===== src/rtl/ro_freq_counter_if.sv =====
// Front-end bus for ro_freq_counter: measurement request, busy/done status
// and the latched result. The register/AXI side is the master.
interface ro_freq_counter_if #(
  parameter int CNT_W  = 32,
  parameter int GATE_W = 24
);
  logic              start;
  logic [GATE_W-1:0] gate_cycles;
  logic              busy;
  logic              done;
  logic [CNT_W-1:0]  count;
  logic              overflow;

  modport master (
    output start,
    output gate_cycles,
    input  busy,
    input  done,
    input  count,
    input  overflow
  );

  modport slave (
    input  start,
    input  gate_cycles,
    output busy,
    output done,
    output count,
    output overflow
  );
endinterface


===== src/rtl/ro_freq_counter.sv =====
// Ring-oscillator frequency counter. Enables the RO, lets it settle, counts
// synchronized rising edges over a gate window of G clk cycles and reports
// the saturating count with a single-cycle done pulse.
module ro_freq_counter #(
  parameter int CNT_W      = 32,
  parameter int GATE_W     = 24,
  parameter int SETTLE_CYC = 16
) (
  input  logic              i_clk,
  input  logic              i_rst_n,
  input  logic              i_ro_clk,
  output logic              o_ro_en,
  ro_freq_counter_if.slave  bus
);

  localparam logic [1:0] ST_IDLE   = 2'd0;
  localparam logic [1:0] ST_SETTLE = 2'd1;
  localparam logic [1:0] ST_COUNT  = 2'd2;
  localparam logic [1:0] ST_DONE   = 2'd3;

  // SETTLE_CYC >= 4, so the settle counter is always at least 2 bits wide.
  localparam int                SET_W       = $clog2(SETTLE_CYC);
  localparam logic [SET_W-1:0]  SETTLE_LAST = SET_W'(SETTLE_CYC - 1);
  localparam logic [SET_W-1:0]  SET_ONE     = {{(SET_W-1){1'b0}}, 1'b1};
  localparam logic [GATE_W-1:0] GATE_ONE    = {{(GATE_W-1){1'b0}}, 1'b1};
  localparam logic [CNT_W-1:0]  CNT_ONE     = {{(CNT_W-1){1'b0}}, 1'b1};

  logic [1:0]        r_state;
  logic [SET_W-1:0]  r_settle_cnt;
  logic [GATE_W-1:0] r_gate_cnt;
  logic [CNT_W-1:0]  r_acc;
  logic              r_acc_ovf;
  logic              r_s1;
  logic              r_s2;
  logic              r_s3;
  logic              r_ro_en;
  logic              r_busy;
  logic              r_done;
  logic [CNT_W-1:0]  r_count;
  logic              r_overflow;

  logic              w_edge;
  logic [CNT_W-1:0]  w_acc_next;
  logic              w_ovf_next;

  // 2-FF synchronizer plus delay flop for rising-edge detection of the RO.
  always_ff @(posedge i_clk) begin
    if (!i_rst_n) begin
      r_s1 <= 1'b0;
      r_s2 <= 1'b0;
      r_s3 <= 1'b0;
    end else begin
      r_s1 <= i_ro_clk;
      r_s2 <= r_s1;
      r_s3 <= r_s2;
    end
  end

  assign w_edge = r_s2 & ~r_s3;

  // Saturating accumulator update; overflow flags an edge lost at all-ones.
  always_comb begin
    w_acc_next = r_acc;
    w_ovf_next = r_acc_ovf;
    if (w_edge) begin
      if (&r_acc) begin
        w_ovf_next = 1'b1;
      end else begin
        w_acc_next = r_acc + CNT_ONE;
      end
    end else begin
      w_acc_next = r_acc;
      w_ovf_next = r_acc_ovf;
    end
  end

  // Measurement FSM; all outputs are registered and updated on transitions.
  always_ff @(posedge i_clk) begin
    if (!i_rst_n) begin
      r_state      <= ST_IDLE;
      r_settle_cnt <= {SET_W{1'b0}};
      r_gate_cnt   <= {GATE_W{1'b0}};
      r_acc        <= {CNT_W{1'b0}};
      r_acc_ovf    <= 1'b0;
      r_ro_en      <= 1'b0;
      r_busy       <= 1'b0;
      r_done       <= 1'b0;
      r_count      <= {CNT_W{1'b0}};
      r_overflow   <= 1'b0;
    end else begin
      r_done <= 1'b0;
      case (r_state)
        ST_IDLE: begin
          if (bus.start) begin
            r_acc        <= {CNT_W{1'b0}};
            r_acc_ovf    <= 1'b0;
            r_settle_cnt <= {SET_W{1'b0}};
            r_gate_cnt   <= bus.gate_cycles;
            if (bus.gate_cycles != {GATE_W{1'b0}}) begin
              r_state <= ST_SETTLE;
              r_ro_en <= 1'b1;
              r_busy  <= 1'b1;
            end else begin
              // Zero-length gate: report an empty result without enabling the RO.
              r_state    <= ST_DONE;
              r_done     <= 1'b1;
              r_count    <= {CNT_W{1'b0}};
              r_overflow <= 1'b0;
            end
          end
        end
        ST_SETTLE: begin
          // Edges are ignored here so the synchronizer fills from the resting-high level.
          if (r_settle_cnt == SETTLE_LAST) begin
            r_state <= ST_COUNT;
          end else begin
            r_settle_cnt <= r_settle_cnt + SET_ONE;
          end
        end
        ST_COUNT: begin
          r_acc     <= w_acc_next;
          r_acc_ovf <= w_ovf_next;
          if (r_gate_cnt == GATE_ONE) begin
            // Last gate cycle: its edge is included in the published result.
            r_state    <= ST_DONE;
            r_ro_en    <= 1'b0;
            r_busy     <= 1'b0;
            r_done     <= 1'b1;
            r_count    <= w_acc_next;
            r_overflow <= w_ovf_next;
          end else begin
            r_gate_cnt <= r_gate_cnt - GATE_ONE;
          end
        end
        ST_DONE: begin
          r_state <= ST_IDLE;
        end
        default: begin
          r_state <= ST_IDLE;
          r_ro_en <= 1'b0;
          r_busy  <= 1'b0;
        end
      endcase
    end
  end

  assign o_ro_en      = r_ro_en;
  assign bus.busy     = r_busy;
  assign bus.done     = r_done;
  assign bus.count    = r_count;
  assign bus.overflow = r_overflow;

endmodule


===== src/flat_wrapper.sv =====
// flat-port wrapper written by rule: the top's interface ports become plain ports
module ro_freq_counter_flat 
#(
  parameter int CNT_W      = 32,
  parameter int GATE_W     = 24,
  parameter int SETTLE_CYC = 16
)
  (i_clk, i_rst_n, i_ro_clk, o_ro_en, bus_start, bus_gate_cycles, bus_busy, bus_done, bus_count, bus_overflow);
  ro_freq_counter_if #(.CNT_W(CNT_W), .GATE_W(GATE_W)) bus_i ();
  input  logic i_clk;
  input  logic i_rst_n;
  input  logic i_ro_clk;
  output logic o_ro_en;
  input wire logic [$bits(bus_i.start)-1:0] bus_start;
  input wire logic [$bits(bus_i.gate_cycles)-1:0] bus_gate_cycles;
  output wire logic [$bits(bus_i.busy)-1:0] bus_busy;
  output wire logic [$bits(bus_i.done)-1:0] bus_done;
  output wire logic [$bits(bus_i.count)-1:0] bus_count;
  output wire logic [$bits(bus_i.overflow)-1:0] bus_overflow;
  assign bus_i.start = bus_start;
  assign bus_i.gate_cycles = bus_gate_cycles;
  assign bus_busy = bus_i.busy;
  assign bus_done = bus_i.done;
  assign bus_count = bus_i.count;
  assign bus_overflow = bus_i.overflow;
  ro_freq_counter #(.CNT_W(CNT_W), .GATE_W(GATE_W), .SETTLE_CYC(SETTLE_CYC)) u_core (.i_clk(i_clk), .i_rst_n(i_rst_n), .i_ro_clk(i_ro_clk), .o_ro_en(o_ro_en), .bus(bus_i));
endmodule

===== config.mk =====
export PLATFORM = sky130hd
export DESIGN_NAME = ro_freq_counter_flat
export DESIGN_NICKNAME = d
export VERILOG_FILES = /design/src/rtl/ro_freq_counter_if.sv /design/src/rtl/ro_freq_counter.sv /design/src/flat_wrapper.sv
export SDC_FILE = /design/constraint.sdc
export NUM_CORES = 1
export LEC_CHECK = 0
export CORE_ASPECT_RATIO = 0.7
export CORE_MARGIN = 1
export CORE_UTILIZATION = 41
export CTS_CLUSTER_DIAMETER = 80
export DETAILED_ROUTE_END_ITERATION = 12
export PLACE_DENSITY = 0.64
export SYNTH_ARGS = -nofsm -noshare
export SYNTH_HDL_FRONTEND = slang
export SYNTH_SLANG_ARGS = --single-unit
export TNS_END_PERCENT = 10

===== constraint.sdc =====
create_clock -name i_clk -period 3.44 [get_ports i_clk]
set_clock_uncertainty 0.15 [all_clocks]
set_input_delay 0.688 -clock i_clk [delete_from_list [all_inputs] [get_ports i_clk]]
set_output_delay 0.688 -clock i_clk [all_outputs]
set_load 0.02 [all_outputs]

==> results.md <==
* Worst hold path endpoint: u_core.r_s2
* Die H at 98.9 um
* Fin crit share at 85.0%
* Root buffer cell: clkbuf_16
* Die X at 140 um
* Clk sinks at 101
* Crit path max-delay cell type: or4_1
* Synth area leaders: dfxtp_1 37%, o21ai_0 4.5%, nand2_1 4.3%, a21oi_1 4.0%, a22o_1 3.8%
* Half-perimeter wire length after placement at 12100 um
* Leakage power at 2.34 nW
* Htree depth at 3
* Yosys top cell area share at 36.8%
* Slew @ Worst Pin at 834 ps
* Final instance area at 6600 um2
* Number of buffers created by CTS at 9
* First-pass GRT wire length at 27300 um
* Antenna Violating Nets Remaining at 0
* Setup TNS at 0 ps
* Cts repair resizes at 0
* Arr. time, crit path at 3020 ps
* Final Hold Fails at 0
* Slew headroom at 44.2%
* DP Area at 6280 um2
* Final WL at 16700 um
* R2r endpoint: u_core.bus.count[14]
* Warnings from Yosys at 0
* Gpl congestion at 0.962
* Tmin final at 2920 ps
* Bufs on Longest Clock Path at 2
* Die area at 13900 um2
* Starting DRT DRC Count at 563
* Syn nets at 706
* Via Count at 5429
* Hold Slack at 284 ps
* Fmax at 342 MHz
* I/O pins at 64
* Max-Cap Viols at 0
* RSZ-0062 raised after global routing: no
* Post-CTS Setup Bufs at 0
* Core area at 12700 um2
* # port buffers at 63
* Synth Cell Area at 5490 um2
* CTS clk-pin slew, worst paths at 70 ps
* Status: completed
* CTS tree: built
* Worst Hold Depth at 1
* PwrDens at 429 nW/um2
* N_diodes at 0
* Synthesized flop and latch total at 101
* Final nets at 757
* Post-synth top area cell: dfxtp_1
* Reg2reg path depth at 6
* Worst r2r src: u_core.r_acc[27]
* DRC Markers at 0
* WP data required at 3530 ps
* Grt total ovfl at 0
* Largest net degree at the start of global routing at 46
* Mapped Cells at 671
* Count of flip-flops with a built-in enable after synthesis at 0
* Std-Cell Rows at 34
* Flop-to-flop setup slack at 520 ps
* Wirelength per Cell at 18.7 um
* Setup CP Type: reg2reg
* Layout cell share with drive strength beyond 1 at 7.02%
* Post-synth top flop: dfxtp_1
* Vias in the first global route at 5093
* TritonRoute pass-1 iters at 5
* Min-delay src: u_core.r_s1
* Slew Viols, Final at 0
* Total power draw at 2.84 mW
* Hold Path Class: reg2reg
* Drt via density at 6.11
* Crit-path cells: and4_1, nand4_1, or4_1, and3_1, xor2_1, a22o_1
* FFs w/ async S/R, synth at 0%
* Cell variety after synth at 61
* Synthesized area per cell at 8.19 um2
* Later-pin clock latency in the skew report at 350 ps
* Antenna violations before repair at 0
* Fin cells at 889
* Setup violators final at 0
* Sequential area share after synthesis at 36.8%
* Initial core utilization at 43.2%
* Dpl cells at 873
* CP Launch Type: register
* # hold bufs at CTS at 0
* Area Growth Syn to Fin at 20.2%
* Tot GR Track Use at 25.0%
* Max IR drop VDD at 0.000250 V
* # fillers at 1195
* CP max FO at 11
* CP peak stage delay at 830 ps
* Element type at the critical path end: register
## registers in the layout, indices dropped and copies added, names as in the netlist
name and count:
u_core.bus.done 1, u_core.o_ro_en 1, u_core.bus.overflow 1, u_core.r_state 2, u_core.r_s1 1, u_core.r_acc 32, u_core.r_s2 1, u_core.r_s3 1
u_core.r_gate_cnt 24, u_core.r_settle_cnt 4, u_core.r_acc_ovf 1, u_core.bus.count 32
## metal layers
metal	up-vias	wire length [um]	global-route usage (%)
met2	277	6620	34.1
met4	0	170	6.93
met5	-	0	0
met3	18	1540	4.86
met1	2542	8340	38.9
li1	2592	-	-
## worst max-delay path, delay by kind of cell (launching register included)
family          cells  cell delay, ps
xor+xnor            1             180
flops               1             470
compound gates      1             200
simple gates        4            1810
## cells in the mapped netlist (4+ instances only)
cell / number
buf_6: 5
and2_1: 9
a41oi_1: 5
and3_1: 12
o2bb2ai_1: 6
mux2i_1: 9
o31ai_1: 13
nand2b_1: 5
nor2b_1: 5
a31oi_1: 9
and4_1: 10
buf_2: 4
inv_1: 14
a21boi_0: 7
dfxtp_1: 101
o21a_1: 11
xnor2_1: 16
xor2_1: 16
o21ai_0: 49
nor3_1: 17
clkbuf_1: 33
a21oi_1: 44
o211ai_1: 6
nor4_1: 17
nand2_1: 63
nand4_1: 23
nand3_1: 33
a22o_1: 24
a21o_1: 4
nor2_1: 37
ha_1: 7
or3_1: 10
## cell families (layout without fill, tap and decap cells)
family	Yosys count	in the layout	share of synthesized area [%]
simple gates	261	261	25.5
fa+ha+maj	7	7	1.59
xor+xnor	32	32	5.10
flops	101	101	36.8
buf+inv	62	118	5.24
mux	11	11	2.05
compound gates	197	197	23.8
## through the flow
step | setup WS [ps] | utilization (%)
final | 516 | 51.9
after floorplan | 903 | -
after global placement | 207 | 49.3
after CTS | 568 | 51.9
after global routing | 361 | 51.9
after detailed placement | 229 | 49.3
## cells in the final DEF (no fill, tap or decap), types with 4 or more instances in the layout
cell type / count
dfxtp_1: 101
nand2_1: 63
clkdlybuf4s50_1: 63
o21ai_0: 49
a21oi_1: 44
nor2_1: 37
nand3_1: 33
a22o_1: 24
buf_4: 24
nand4_1: 23
nor4_1: 17
nor3_1: 17
xor2_1: 16
xnor2_1: 16
inv_1: 14
o31ai_1: 13
and3_1: 12
o21a_1: 11
or3_1: 10
and4_1: 10
mux2i_1: 9
and2_1: 9
a31oi_1: 9
clkbuf_16: 9
a21boi_0: 7
ha_1: 7
o211ai_1: 6
o2bb2ai_1: 6
nand2b_1: 5
a41oi_1: 5
nor2b_1: 5
a21o_1: 4
## cell type report
type / instances / area (um2) / share of cell area (%)
multi-input combinational: 508 / 3180 / 48.2
sequential: 101 / 2020 / 30.6
timing repair buffer: 87 / 811 / 12.3
clock buffer: 11 / 243 / 3.68
tap: 162 / 203 / 3.07
clock inverter: 5 / 83.8 / 1.27
inverter: 15 / 56.3 / 0.853
## power by group
part	total (mW)	internal (mW)	switching, mW
Combinational	0.473	0.174	0.300
Sequential	1.24	1.21	0.0370
Clock	1.12	0.659	0.459
## how the worst max path moves through the flow
stage | depth (start not counted) | startpoint | to
2_1_floorplan | 9 | u_core.r_gate_cnt[6] | u_core.bus.count[27]
3_3_place_gp | 8 | bus_gate_cycles[0] | u_core.bus.count[12]
3_5_place_dp | 8 | bus_gate_cycles[0] | u_core.bus.count[27]
4_1_cts | 7 | u_core.r_acc[0] | u_core.bus.count[14]
5_1_grt | 6 | u_core.r_acc[27] | u_core.bus.count[14]
6_report | 6 | u_core.r_acc[27] | u_core.bus.count[14]
No activity file was read; power rests on OpenSTA's default activity.
